==> config.mk <==
export PLATFORM = sky130hd
export DESIGN_NAME = seq_matrix_multiplier
export DESIGN_NICKNAME = d
export VERILOG_FILES = /design/src/rtl/seq_matrix_multiplier.sv
export SDC_FILE = /design/constraint.sdc
export NUM_CORES = 2
export LEC_CHECK = 0
export ABC_AREA = 1
export CORE_MARGIN = 2
export CORE_UTILIZATION = 25
export DETAILED_ROUTE_END_ITERATION = 8
export PLACE_DENSITY = 0.49
export SKIP_CTS_REPAIR_TIMING = 1
export SLEW_MARGIN = 0
export SYNTH_ARGS = -nofsm -noshare
export SYNTH_HDL_FRONTEND = slang
export SYNTH_SLANG_ARGS = --single-unit
==> constraint.sdc <==
create_clock -name clk -period 5.51 [get_ports clk]
set_input_delay 0.8265 -clock clk [delete_from_list [all_inputs] [get_ports clk]]
set_output_delay 0.8265 -clock clk [all_outputs]
set_load 0.02 [all_outputs]
==> src/rtl/seq_matrix_multiplier.sv <==
// seq_matrix_multiplier: sequential Result = A x B using one multiply-accumulate per clock
//
// Parameters: A_param (rows of A/Result), B_param (inner dimension), C_param (columns of B/Result),
//             DATA_W (unsigned operand element width), RES_W (Result element width)
// Ports:
//   clk    - rising-edge clock
//   rst_n  - asynchronous active-low reset
//   start  - begin a computation; only honoured in IDLE
//   A1d    - flat A, element (r,c) at [(r*B_param+c)*DATA_W +: DATA_W]
//   B1d    - flat B, element (r,c) at [(r*C_param+c)*DATA_W +: DATA_W]
//   busy   - high from the start edge until the final MAC edge
//   done   - one-cycle pulse when Result holds the new product
//   Result - flat result, element (r,c) at [(r*C_param+c)*RES_W +: RES_W]
// Build option: define SEQ_MATMUL_SATURATE_EN to saturate each element to 2^RES_W-1
//               instead of wrapping to the low RES_W bits.
module seq_matrix_multiplier #(
   parameter int A_param = 3,
   parameter int B_param = 3,
   parameter int C_param = 8,
   parameter int DATA_W  = 8,
   parameter int RES_W   = 8
) (
   input  logic                             clk,
   input  logic                             rst_n,
   input  logic                             start,
   input  logic [A_param*B_param*DATA_W-1:0] A1d,
   input  logic [B_param*C_param*DATA_W-1:0] B1d,
   output logic                             busy,
   output logic                             done,
   output logic [A_param*C_param*RES_W-1:0]  Result
);
   // Wide enough to sum B_param full-scale products without overflow
   localparam int ACC_W = 2*DATA_W + $clog2(B_param) + 1;
   localparam int FW    = ACC_W > RES_W ? ACC_W : RES_W;
   localparam int IW    = A_param > 1 ? $clog2(A_param) : 1;
   localparam int JW    = C_param > 1 ? $clog2(C_param) : 1;
   localparam int KW    = B_param > 1 ? $clog2(B_param) : 1;
   localparam logic [IW-1:0] I_LAST = IW'(A_param-1);
   localparam logic [JW-1:0] J_LAST = JW'(C_param-1);
   localparam logic [KW-1:0] K_LAST = KW'(B_param-1);
   typedef enum logic [1:0] {IDLE, MAC, DONE} state_t;
   state_t                            state;
   logic [A_param*B_param*DATA_W-1:0] a_q;
   logic [B_param*C_param*DATA_W-1:0] b_q;
   logic [A_param*C_param*RES_W-1:0]  buf_q, buf_nxt;
   logic [ACC_W-1:0]                  acc, sum;
   logic [2*DATA_W-1:0]               prod;
   logic [DATA_W-1:0]                 a_el, b_el;
   logic [RES_W-1:0]                  fit_v;
   logic [IW-1:0]                     i;
   logic [JW-1:0]                     j;
   logic [KW-1:0]                     k;
   logic                              i_last, j_last, k_last;
   assign i_last = i == I_LAST;
   assign j_last = j == J_LAST;
   assign k_last = k == K_LAST;
   always_comb begin
      a_el = a_q[(int'(i)*B_param + int'(k))*DATA_W +: DATA_W];
      b_el = b_q[(int'(k)*C_param + int'(j))*DATA_W +: DATA_W];
      prod = {{DATA_W{1'b0}}, a_el} * {{DATA_W{1'b0}}, b_el};
      sum  = acc + ACC_W'(prod);
`ifdef SEQ_MATMUL_SATURATE_EN
      fit_v = FW'(sum) > FW'({RES_W{1'b1}}) ? {RES_W{1'b1}} : RES_W'(sum);
`else
      fit_v = RES_W'(sum);
`endif
      // Buffer as it will be after this element is written, so the final
      // element reaches Result on the same edge it is produced
      buf_nxt = buf_q;
      buf_nxt[(int'(i)*C_param + int'(j))*RES_W +: RES_W] = fit_v;
   end
   always_ff @(posedge clk or negedge rst_n)
      if (!rst_n) begin
         state  <= IDLE;
         busy   <= 1'b0;
         done   <= 1'b0;
         Result <= '0;
         a_q    <= '0;
         b_q    <= '0;
         buf_q  <= '0;
         acc    <= '0;
         i      <= '0;
         j      <= '0;
         k      <= '0;
      end else begin
         case (state)
            IDLE: begin
               done <= 1'b0;
               if (start) begin
                  a_q   <= A1d;
                  b_q   <= B1d;
                  acc   <= '0;
                  i     <= '0;
                  j     <= '0;
                  k     <= '0;
                  busy  <= 1'b1;
                  state <= MAC;
               end
            end
            MAC: begin
               if (!k_last) begin
                  acc <= sum;
                  k   <= k + KW'(1);
               end else begin
                  buf_q <= buf_nxt;
                  acc   <= '0;
                  k     <= '0;
                  j     <= j_last ? '0 : j + JW'(1);
                  i     <= j_last ? (i_last ? '0 : i + IW'(1)) : i;
                  if (i_last && j_last) begin
                     Result <= buf_nxt;
                     busy   <= 1'b0;
                     done   <= 1'b1;
                     state  <= DONE;
                  end
               end
            end
            DONE: begin
               done  <= 1'b0;
               state <= IDLE;
            end
            default: state <= IDLE;
         endcase
      end
endmodule

==> results.txt <==
----------------------------------------------------
[Run status]
  Run status ... complete, but fails checks
  Violations in the final reports ... negative setup slack

[STA]
  Final Cycle Share ... 1.10
  Pin slew with the least headroom to its limit ... 1.48 ns
  Number of failing hold endpoints at the final stage ... 0
  Worst setup margin ... -0.573 ns
  Worst slew slack as a fraction of its limit ... 0.0120
  Unrepaired setup endpoints after global routing ... yes
  Max-slew violation total from the final report ... 0
  Final setup violation count ... about 220
  Final clock skew ... ~0.051 ns
  Timing-limited maximum frequency ... around 0.16 GHz
  Minimum clock period ... just over 6 ns

[GRT]
  Initial antenna violation count ... 17
  Wire length of the first global-routing pass ... roughly 170000 um
  Via count of the first global-routing pass ... around 27000
  Met3 track utilization from global routing ... 0.0427
  Global-route track usage on met2 ... 0.281
  Largest net degree at the start of global routing ... approximately 230
  Met1 track demand over resource in global routing ... 0.250
  Remaining global-route overflow ... 0
  Overall routing resource usage ... 0.180
  Layer with the highest usage ... met2

[Floorplanning]
  Core outline area ... around 0.12 mm2
  Total die area ... around 0.13 mm2
  Io pins ... 461
  Std cell rows ... 129
  Starting density of the core ... 0.251
  Floorplan die height ... approximately 360 um
  Die outline width ... around 360 um

[Synth]
  Distinct cell type count after synthesis ... 36
  Summed instance area of the synthesized netlist ... between 0.03 and 0.04 mm2
  Number of storage elements in the synthesis netlist ... ~670
  Top cells by count, synth ... 1820 x sky130_fd_sc_hd__nand2_1, 667 x sky130_fd_sc_hd__dfrtp_1, 459 x sky130_fd_sc_hd__o21ai_0, 244 x sky130_fd_sc_hd__nand3_1, 198 x sky130_fd_sc_hd__inv_1
  Most frequently used cell type in the post-synthesis netlist ... sky130_fd_sc_hd__nand2_1
  Most area-hungry cell type in the Yosys netlist ... sky130_fd_sc_hd__dfrtp_1
  Predominant post-synthesis flop cell ... sky130_fd_sc_hd__dfrtp_1
  Share of synthesized area occupied by flip-flops and latches ... 0.539
  Yosys Warn Count ... 0
  Number of synthesized flops with an enable pin ... 0
  Average footprint of a synthesized cell ... approximately 7.9 um2
  Synth area leaders ... sky130_fd_sc_hd__dfrtp_1 54%, sky130_fd_sc_hd__nand2_1 22%, sky130_fd_sc_hd__o21ai_0 7.4%, sky130_fd_sc_hd__nand3_1 3.9%, sky130_fd_sc_hd__inv_1 2.4%
  FFs w/ async S/R, synth ... 1.00
  Post-synthesis instance total ... between 3000 and 4000
  Post-synthesis net count ... 4255
  Portion of synthesized cell area occupied by the leading cell type ... 0.539

[Pwr]
  Combinational share of power ... 0.030
  Maximum ir drop on the vdd rail ... about 0.22 mV
  P_leak ... approximately 20 nW
  Cell Int Power ... between 0.008 and 0.009 W
  Power density over the cells ... between 200 and 300 mW/mm2
  Flop pwr share ... 0.464
  Clock share of power ... 0.506
  Switching portion of total power ... 0.229
  Switch Pwr ... between 0.002 and 0.0025 W

[Worst setup path]
  Type of destination of the critical path ... register
  Worst reg2reg endpoint ... Result[31]
  Reg-to-reg setup timing slack ... -0.57 ns
  Classification of the worst setup path ... reg2reg
  Origin of the worst setup path ... i[0]
  Largest incremental delay on the critical path ... between 0.5 and 0.6 ns
  Required time reported for the critical path endpoint ... approximately 6.1 ns
  Critical path data arrival time ... between 6 and 7 ns
  Crit start category ... register
  Most common cell on crit path ... sky130_fd_sc_hd__fa_1
  Endpoint of the worst setup timing path ... Result[31]
  R2R depth ... 29
  Worst flop-to-flop path startpoint ... i[0]
  Slowest library cell on the worst path ... sky130_fd_sc_hd__fa_2
  CP max FO ... 6

[Route]
  DRC ... 0
  Post-Route WL ... 116000 um
  Drt pass-1 iters ... 6
  Detailed-route vias per instance ... roughly 4.5
  Routed length per instance ... between 15 and 20 um
  Via count ... roughly 28000
  Antenna violation net count after detailed routing ... 0
  DRT iter0 DRCs ... between 2000 and 2500

[Final layout]
  Fill cells ... approximately 13000
  Final core area utilization ... 0.339
  Post-route cell area ... between 0.04 and 0.05 mm2
  Fraction of layout cells with a size suffix above 1 ... 0.119
  Area delta synth->final ... 35.0%
  Final nets ... around 4800

[Placed design]
  DP HPWL ... 83200 um
  GPL Wtd Cong ... approximately 0.83
  Post-place instance area ... approximately 0.038 mm2
  I/O Buffers ... 460

[Clock tree]
  Clock transition at path regs ... 0.06 ns
  TritonCTS clock tree ... built
  H-tree depth reported by CTS ... 3
  Clk sink count ... ~670
  Skew-Pair Late Insertion Delay ... roughly 0.66 ns
  CTS buffer count ... 82
  Bufs on Longest Clock Path ... 3
  Clock tree root buffer cell ... sky130_fd_sc_hd__clkbuf_16

[Hold path]
  Worst min-delay path category ... in2async

[Run]
  Number of maximum-capacitance constraint violations ... 0

----------------------------------------------------
-- critical path, delay by kind of cell (launching register included) --
| family | cells | cell delay, ns |
|---|---|---|
| buffers and inverters | 6 | 0.47 |
| adders and majority gates | 8 | 3.45 |
| xor gates and xnor gates | 1 | 0.17 |
| and+or+nand+nor | 12 | 1.21 |
| DFF | 1 | 0.40 |
| AOI/OAI and AO/OA | 2 | 0.32 |
-- per-stage QoR --
| step | total power (W) | setup slack (ns) | instances | hold WS [ns] | TNS [ns] |
|---|---|---|---|---|---|
| 2_1_floorplan | 0.00499 | -0.193 | 3941 | 0.442 | -6.50 |
| 3_3_place_gp | 0.00532 | -0.555 | 5996 | 0.456 | -84.59 |
| 3_5_place_dp | 0.00532 | -0.606 | 5996 | 0.459 | -93.89 |
| 4_1_cts | 0.0107 | -0.591 | 6139 | 0.142 | -93.63 |
| 5_1_grt | 0.0109 | -0.874 | 6155 | 0.174 | -130.36 |
| 6_report | 0.0106 | -0.573 | 6157 | 0.139 | -75.54 |
-- cells in the final DEF, fill, tap and decap left out, drive strengths merged --
cell and instances:
nand4 10, o22ai 5, xnor2 3, ha 27
o31ai 3, clkbuf 123, fa 20, inv 216
nor2 121, bufinv 1, o21bai 1, xor2 3
or2 13, nand3 251, clkinv 14, mux2i 5
nor3 16, o211ai 3, nand2 1824, clkinvlp 3
dfrtp 667, buf 195, clkdlybuf4s50 459, a21oi 17
o21ai 517, diode 3
-- flip-flops by register name, indices dropped and copies added (netlist names) --
name,cells
Result,192
b_q,192
buf_q,192
a_q,72
acc,8
j,3
i,2
k,2
state,2
busy,1
done,1
-- power groups by stage --
| stage | Combinational [W] | Sequential (W) | Clock [W] |
|---|---|---|---|
| detailed placement | 0.000329 | 0.00499 | 0 |
| finish | 0.000318 | 0.00490 | 0.00534 |
| CTS | 0.000329 | 0.00490 | 0.00547 |
| floorplan | 0.00000000550 | 0.00499 | 0 |
| global route | 0.000348 | 0.00490 | 0.00567 |
| global placement | 0.000330 | 0.00499 | 0 |
-- worst min path at each step --
stage | cells after the start | slack (ns) | endpoint | startpoint
floorplan | 2 | 0.44 | buf_q[111] | buf_q[111]
global placement | 2 | 0.46 | buf_q[79] | buf_q[79]
detailed placement | 2 | 0.46 | buf_q[95] | buf_q[95]
CTS | 1 | 0.14 | Result[41] | rst_n
global route | 1 | 0.17 | Result[41] | rst_n
finish | 1 | 0.14 | Result[112] | rst_n
-- cell families after synthesis --
group	after synthesis	share of synthesized area
adders and majority gates	47	0.0238
AOI/OAI and AO/OA	546	0.0890
xor gates and xnor gates	6	0.00170
DFF	667	0.539
buffers and inverters	435	0.0584
muxes	5	0.00162
and+or+nand+nor	2235	0.287
-- metal layers --
layer  vias up  part of all wire
met5         -           0.00085
met3       146             0.075
li1      13498                 -
met2       858              0.45
met4        14             0.023
met1     13127              0.45
-- cell type report --
type / count / area, um2 / area share
diodes: 3 / 7.51 / 0.000179
inverters: 213 / 827 / 0.0198
clock inverters: 21 / 223 / 0.00532
repair buffers: 655 / 6400 / 0.153
flip-flops and latches: 667 / 16700 / 0.399
well taps: 1637 / 2050 / 0.0490
clock buffers: 122 / 2400 / 0.0574
multi-input cells: 2839 / 13200 / 0.316
Note: power is estimated with default switching activity, not from simulation.
